`config.mk`:
```
export PLATFORM = sky130hd
export DESIGN_NAME = scp_fetch_unit
export DESIGN_NICKNAME = d
export VERILOG_FILES = /design/src/rtl/scp_pkg.sv /design/src/rtl/scp_next_pc.sv /design/src/rtl/scp_fetch_unit.sv
export SDC_FILE = /design/constraint.sdc
export NUM_CORES = 1
export LEC_CHECK = 0
export ABC_AREA = 1
export CORE_MARGIN = 8
export CORE_UTILIZATION = 49
export DETAILED_ROUTE_END_ITERATION = 10
export GPL_ROUTABILITY_DRIVEN = 0
export PLACE_DENSITY = 0.86
export SLEW_MARGIN = 25
export SYNTH_ARGS = -nofsm -noshare
export SYNTH_HDL_FRONTEND = slang
export SYNTH_SLANG_ARGS = --single-unit
```
`constraint.sdc`:
```
create_clock -name clk -period 9.5 [get_ports clk]
set_input_delay 2.85 -clock clk [delete_from_list [all_inputs] [get_ports clk]]
set_output_delay 2.85 -clock clk [all_outputs]
set_load 0.03 [all_outputs]
```
`src/rtl/scp_pkg.sv`:
```
// Shared encodings, FSM state type and reset default for the SCP fetch path.
package scp_pkg;

    localparam logic [31:0] RESET_PC_DEFAULT = 32'h0000_0000;

    // Next-PC select, driven by the controller with instrTaken.
    localparam logic [1:0] pcSel_PC4     = 2'b00;
    localparam logic [1:0] pcSel_BRANCH  = 2'b01;
    localparam logic [1:0] pcSel_JAL     = 2'b10;
    localparam logic [1:0] pcSel_ILLEGAL = 2'b11;

    // Register-file write-back select; PC4 takes the link value from pcPlus4.
    localparam logic [1:0] regFileWrSel_ALU = 2'b00;
    localparam logic [1:0] regFileWrSel_MEM = 2'b01;
    localparam logic [1:0] regFileWrSel_PC4 = 2'b10;
    localparam logic [1:0] regFileWrSel_IMM = 2'b11;

    typedef enum logic [1:0] {
        FETCH = 2'b00,
        VALID = 2'b01,
        HALT  = 2'b10
    } fetch_state_e;

    // Signed 16-bit word offset scaled to a 32-bit byte offset.
    function automatic logic [31:0] word_offset(input logic [15:0] imm);
        return {{14{imm[15]}}, imm, 2'b00};
    endfunction

endpackage

```
`src/rtl/scp_next_pc.sv`:
```
// Combinational next-PC selection for the fetch unit; all sums wrap modulo 2^32.
module scp_next_pc
    import scp_pkg::*;
(
    input  logic [31:0] pc,
    input  logic [1:0]  pcSel,
    input  logic [15:0] imm,
    input  logic [31:0] rs1Val,
    output logic [31:0] nextPc,
    output logic        illegal
);

    logic [31:0] pc_plus4;
    logic [31:0] offset;

    assign pc_plus4 = pc + 32'd4;
    assign offset   = word_offset(imm);

    always_comb begin
        // NOTE: defaults first so every path assigns every output and no latch is inferred.
        nextPc  = pc_plus4;
        illegal = 1'b0;
        case (pcSel)
            pcSel_PC4:    nextPc = pc_plus4;
            pcSel_BRANCH: nextPc = pc_plus4 + offset;
            pcSel_JAL:    nextPc = rs1Val + offset;
            default: begin
                nextPc  = pc_plus4;
                illegal = 1'b1;
            end
        endcase
    end

endmodule

```
`src/rtl/scp_fetch_unit.sv`:
```
// Two-phase instruction fetch (FETCH -> VALID) with next-PC update on retire.
// SCP_FETCH_ALIGN_CHECK_EN enables the sticky misalignment fault and HALT state.
module scp_fetch_unit
    import scp_pkg::*;
#(
    parameter logic [31:0] RESET_PC = RESET_PC_DEFAULT
) (
    input  logic        clk,
    input  logic        reset,
    output logic        imemReq,
    output logic [31:0] imemAddr,
    input  logic        imemAck,
    input  logic [31:0] imemRdata,
    output logic [31:0] instruction,
    output logic        instrValid,
    input  logic        instrTaken,
    input  logic [1:0]  pcSel,
    input  logic [15:0] imm,
    input  logic [31:0] rs1Val,
    output logic [31:0] pc,
    output logic [31:0] pcPlus4,
    output logic        illegalPcSel,
    output logic        misaligned
);

`ifdef SCP_FETCH_ALIGN_CHECK_EN
    localparam bit ALIGN_CHECK = 1'b1;
`else
    localparam bit ALIGN_CHECK = 1'b0;
`endif

    fetch_state_e state_q;
    logic [31:0]  pc_q, instr_q, raw_next_pc, pc_d;
    logic         req_q, valid_q, illegal_q, misaligned_q;
    logic         illegal_sel, fault;

    scp_next_pc u_next_pc (
        .pc      (pc_q),
        .pcSel   (pcSel),
        .imm     (imm),
        .rs1Val  (rs1Val),
        .nextPc  (raw_next_pc),
        .illegal (illegal_sel)
    );

    // Without the check, low bits are silently dropped so a fault can never occur.
    assign fault = ALIGN_CHECK && (raw_next_pc[1:0] != 2'b00);
    assign pc_d  = ALIGN_CHECK ? raw_next_pc : {raw_next_pc[31:2], 2'b00};

    always_ff @(posedge clk) begin
        // NOTE: non-blocking assignments so every register samples pre-edge values.
        if (reset) begin
            state_q      <= FETCH;
            pc_q         <= RESET_PC;
            instr_q      <= '0;
            req_q        <= 1'b1;
            valid_q      <= 1'b0;
            illegal_q    <= 1'b0;
            misaligned_q <= 1'b0;
        end else begin
            illegal_q <= 1'b0;
            case (state_q)
                FETCH: begin
                    if (imemAck) begin
                        instr_q <= imemRdata;
                        req_q   <= 1'b0;
                        valid_q <= 1'b1;
                        state_q <= VALID;
                    end
                end
                VALID: begin
                    if (instrTaken) begin
                        valid_q <= 1'b0;
                        if (fault) begin
                            misaligned_q <= 1'b1;
                            state_q      <= HALT;
                        end else begin
                            pc_q      <= pc_d;
                            illegal_q <= illegal_sel;
                            req_q     <= 1'b1;
                            state_q   <= FETCH;
                        end
                    end
                end
                default: begin
                    req_q   <= 1'b0;
                    valid_q <= 1'b0;
                end
            endcase
        end
    end

    assign imemReq      = req_q;
    assign imemAddr     = pc_q;
    assign instruction  = instr_q;
    assign instrValid   = valid_q;
    assign pc           = pc_q;
    assign pcPlus4      = pc_q + 32'd4;
    assign illegalPcSel = illegal_q;
    assign misaligned   = misaligned_q;

endmodule

```
==> flow_summary.json <==
{
  "status": "completed",
  "hold_path.class": "reg2reg",
  "drt_wl_total_mm": 21.2,
  "wire_per_inst_um": 16.6,
  "tightestPinTransition_ps": 869,
  "die_x_um": 125,
  "tritoncts": "built",
  "synth_seq_cells": 65,
  "cts_root_buf": "clkbuf_16",
  "htreeDepth": 3,
  "dieArea_um2": 15700,
  "drive_above_1_share": 0.0451,
  "max_slew_margin": 0.417,
  "rrSetupSlack_ps": 5880,
  "grt.overflow.total": 0,
  "fin_skew_ps": 6.21,
  "postCtsSetupBuffers": 0,
  "cts_buffer_depth": 2,
  "ir_worst_vdd_uv": 79.0,
  "initialDrtViolationCount": 609,
  "startpoint": "pcSel[0]",
  "worstPathRequired_ps": 9770,
  "r2r-end": "imemAddr[23]",
  "die-height_um": 125,
  "fin_area_um2": 8090,
  "worst_ep_arrival_time_ps": 6690,
  "fin_tns_setup_ps": 0,
  "ys_types": 43,
  "synth_commonest_cells": "241 x nand2_1, 130 x nor2_1, 98 x inv_1",
  "yosys.area.top_type_share": 0.222,
  "ys_warn_count": 0,
  "fmaxAchievable_ghz": 0.156,
  "async_reset_ff_frac": 0,
  "r2r_cells": 17,
  "yosys_most_used_dff": "dfxtp_1",
  "maxCapViolCount": 0,
  "synth_most_common_cell": "nand2_1",
  "hold_viol": 0,
  "core-area_um2": 11800,
  "cp-endpoint": "imemAddr[27]",
  "synth_area_leaders": "dfxtp_1 22%, nand2_1 15%, ha_1 8.3%",
  "diodes": 0,
  "grtUsageMet2": 0.437,
  "final_max_slew_viol_count": 0,
  "stdcell_count": 1278,
  "hp-start": "imemReq",
  "leakage_uw": 0.00365,
  "clk_latency_ps": 330,
  "crit_type": "in2reg",
  "num_io_pins": 218,
  "synth-edff-count": 0,
  "worstSetupEndpointType": "flop",
  "area_delta_synth_final_pct": 38.3,
  "avgSynthCellArea_um2": 6.09,
  "cts_made_buffers": 9,
  "ant_nets": 0,
  "min_period_over_period": 0.676,
  "layout_min_cycle_time_ps": 6420,
  "clk_pin_slew_ps": 60,
  "rsz0062_at_grt": "false",
  "dr.pass1.iters": 5,
  "post-place-cells": 1262,
  "use_met3": 0.0880,
  "cts_sinks": 65,
  "rows": 40,
  "power_per_cell_area_nw_per_um2": 129,
  "antenna_found_initial": 0,
  "grt_max_degree": 50,
  "final_nets": 1252,
  "rr_startpoint": "imemAddr[2]",
  "use_met1": 0.315,
  "grt_pass1_wl_mm": 34.2,
  "yosysTopAreaCell": "dfxtp_1",
  "first_global_vias": 6659,
  "port_buffers": 208,
  "cp-start-kind": "input port",
  "syn-cell-area_um2": 5850,
  "ctsResizeCount": 0,
  "grt.total_usage": 0.265,
  "netlist_instances": 961,
  "dpl_cell_area_um2": 7780,
  "vias_per_cell": 5.39,
  "cts_hold_buf": 0,
  "vias": 6892,
  "start_util": 0.495,
  "dpl.hpwl_mm": 17.1,
  "ys_seq_area_frac": 0.222,
  "post-route-drc-count": 0,
  "top_usage_layer": "met2",
  "setup_violations": 0,
  "crit_path_max_fanout": 45
}
## sequential cells by signal, summed over array words and instances, names as in the netlist
| name | cells |
|---|---|
| imemReq | 1 |
| instrValid | 1 |
| instruction | 32 |
| imemAddr | 30 |
| illegalPcSel | 1 |
## critical path, cell delays in order
cell             delay [ps]
clkdlybuf4s50_1         470
inv_1                    90
ha_1                    150
buf_4                   360
clkinv_1                600
nand2_1                 220
nand2_1                  70
ha_1                    330
nor2_1                   50
a21oi_1                 290
nand2_1                  80
nand2_1                 130
inv_1                    60
o21bai_1                300
nand3_1                 190
nand3_1                 110
nand3_1                 140
a21oi_1                 180
## cell type report
cell class | count | area [um2]
clock buffers | 9 | 225
flip-flops and latches | 65 | 1300
well taps | 147 | 184
multi-input cells | 739 | 3820
repair buffers | 212 | 2110
clock inverters | 7 | 77.6
fillers | 1006 | 3720
inverters | 99 | 372
## routing by layer
metal,vias up,part of all wire
met1,3041,0.40
met2,377,0.46
li1,3412,-
met5,-,0
met4,0,0.036
met3,62,0.10
## cells by family (layout without fill, tap and decap cells)
logic type,Yosys count,count (layout),share of synthesized area
XOR/XNOR,20,20,0.0325
flip-flops,65,65,0.222
AO/OA/AOI/OAI,192,192,0.179
other,1,7,0.000641
AND/OR/NAND/NOR,480,480,0.350
buffers and inverters,163,327,0.129
adder cells (fa/ha/maj),40,40,0.0868
## report_power, final
group / internal, uW / switching, uW
Clock: 205 / 131
Sequential: 292 / 21.3
Combinational: 155 / 241
## worst min-delay path by stage
stage | endpoint | slack (ps) | cells past startpoint
final | imemReq | 470 | 2
after global routing | imemReq | 510 | 2
after CTS | imemReq | 470 | 2
after detailed placement | imemReq | 460 | 2
after global placement | imemReq | 430 | 2
after floorplan | imemReq | 580 | 2
## cell usage in the layout, fill, tap and decap left out, drive strengths merged
cell / instances
dfxtp: 65
xnor2: 5
a22oi: 2
a21o: 5
and2: 1
nor4: 1
a21oi: 58
or2: 11
conb: 7
a31oi: 10
o211ai: 1
xor2: 15
o21bai: 7
inv: 99
nand3: 58
clkinvlp: 1
o31a: 1
clkdlybuf4s50: 208
ha: 39
o21a: 7
clkinv: 5
fa: 1
nor2: 139
a22o: 1
o22ai: 2
buf: 4
o21ai: 98
nor3: 13
bufinv: 1
nor4b: 1
clkbuf: 9
nand4: 7
nand2: 245
nand3b: 4
## per-stage QoR
stage	power (uW)	util	hold slack (ps)	setup slack, ps
finish	1050	0.685	466	3080
global placement	705	0.659	432	2880
detailed placement	710	0.659	460	2780
global route	1100	0.685	511	2700
CTS	1050	0.685	469	3120
floorplan	563	-	577	4170
Note: power is estimated with default switching activity, not from simulation.
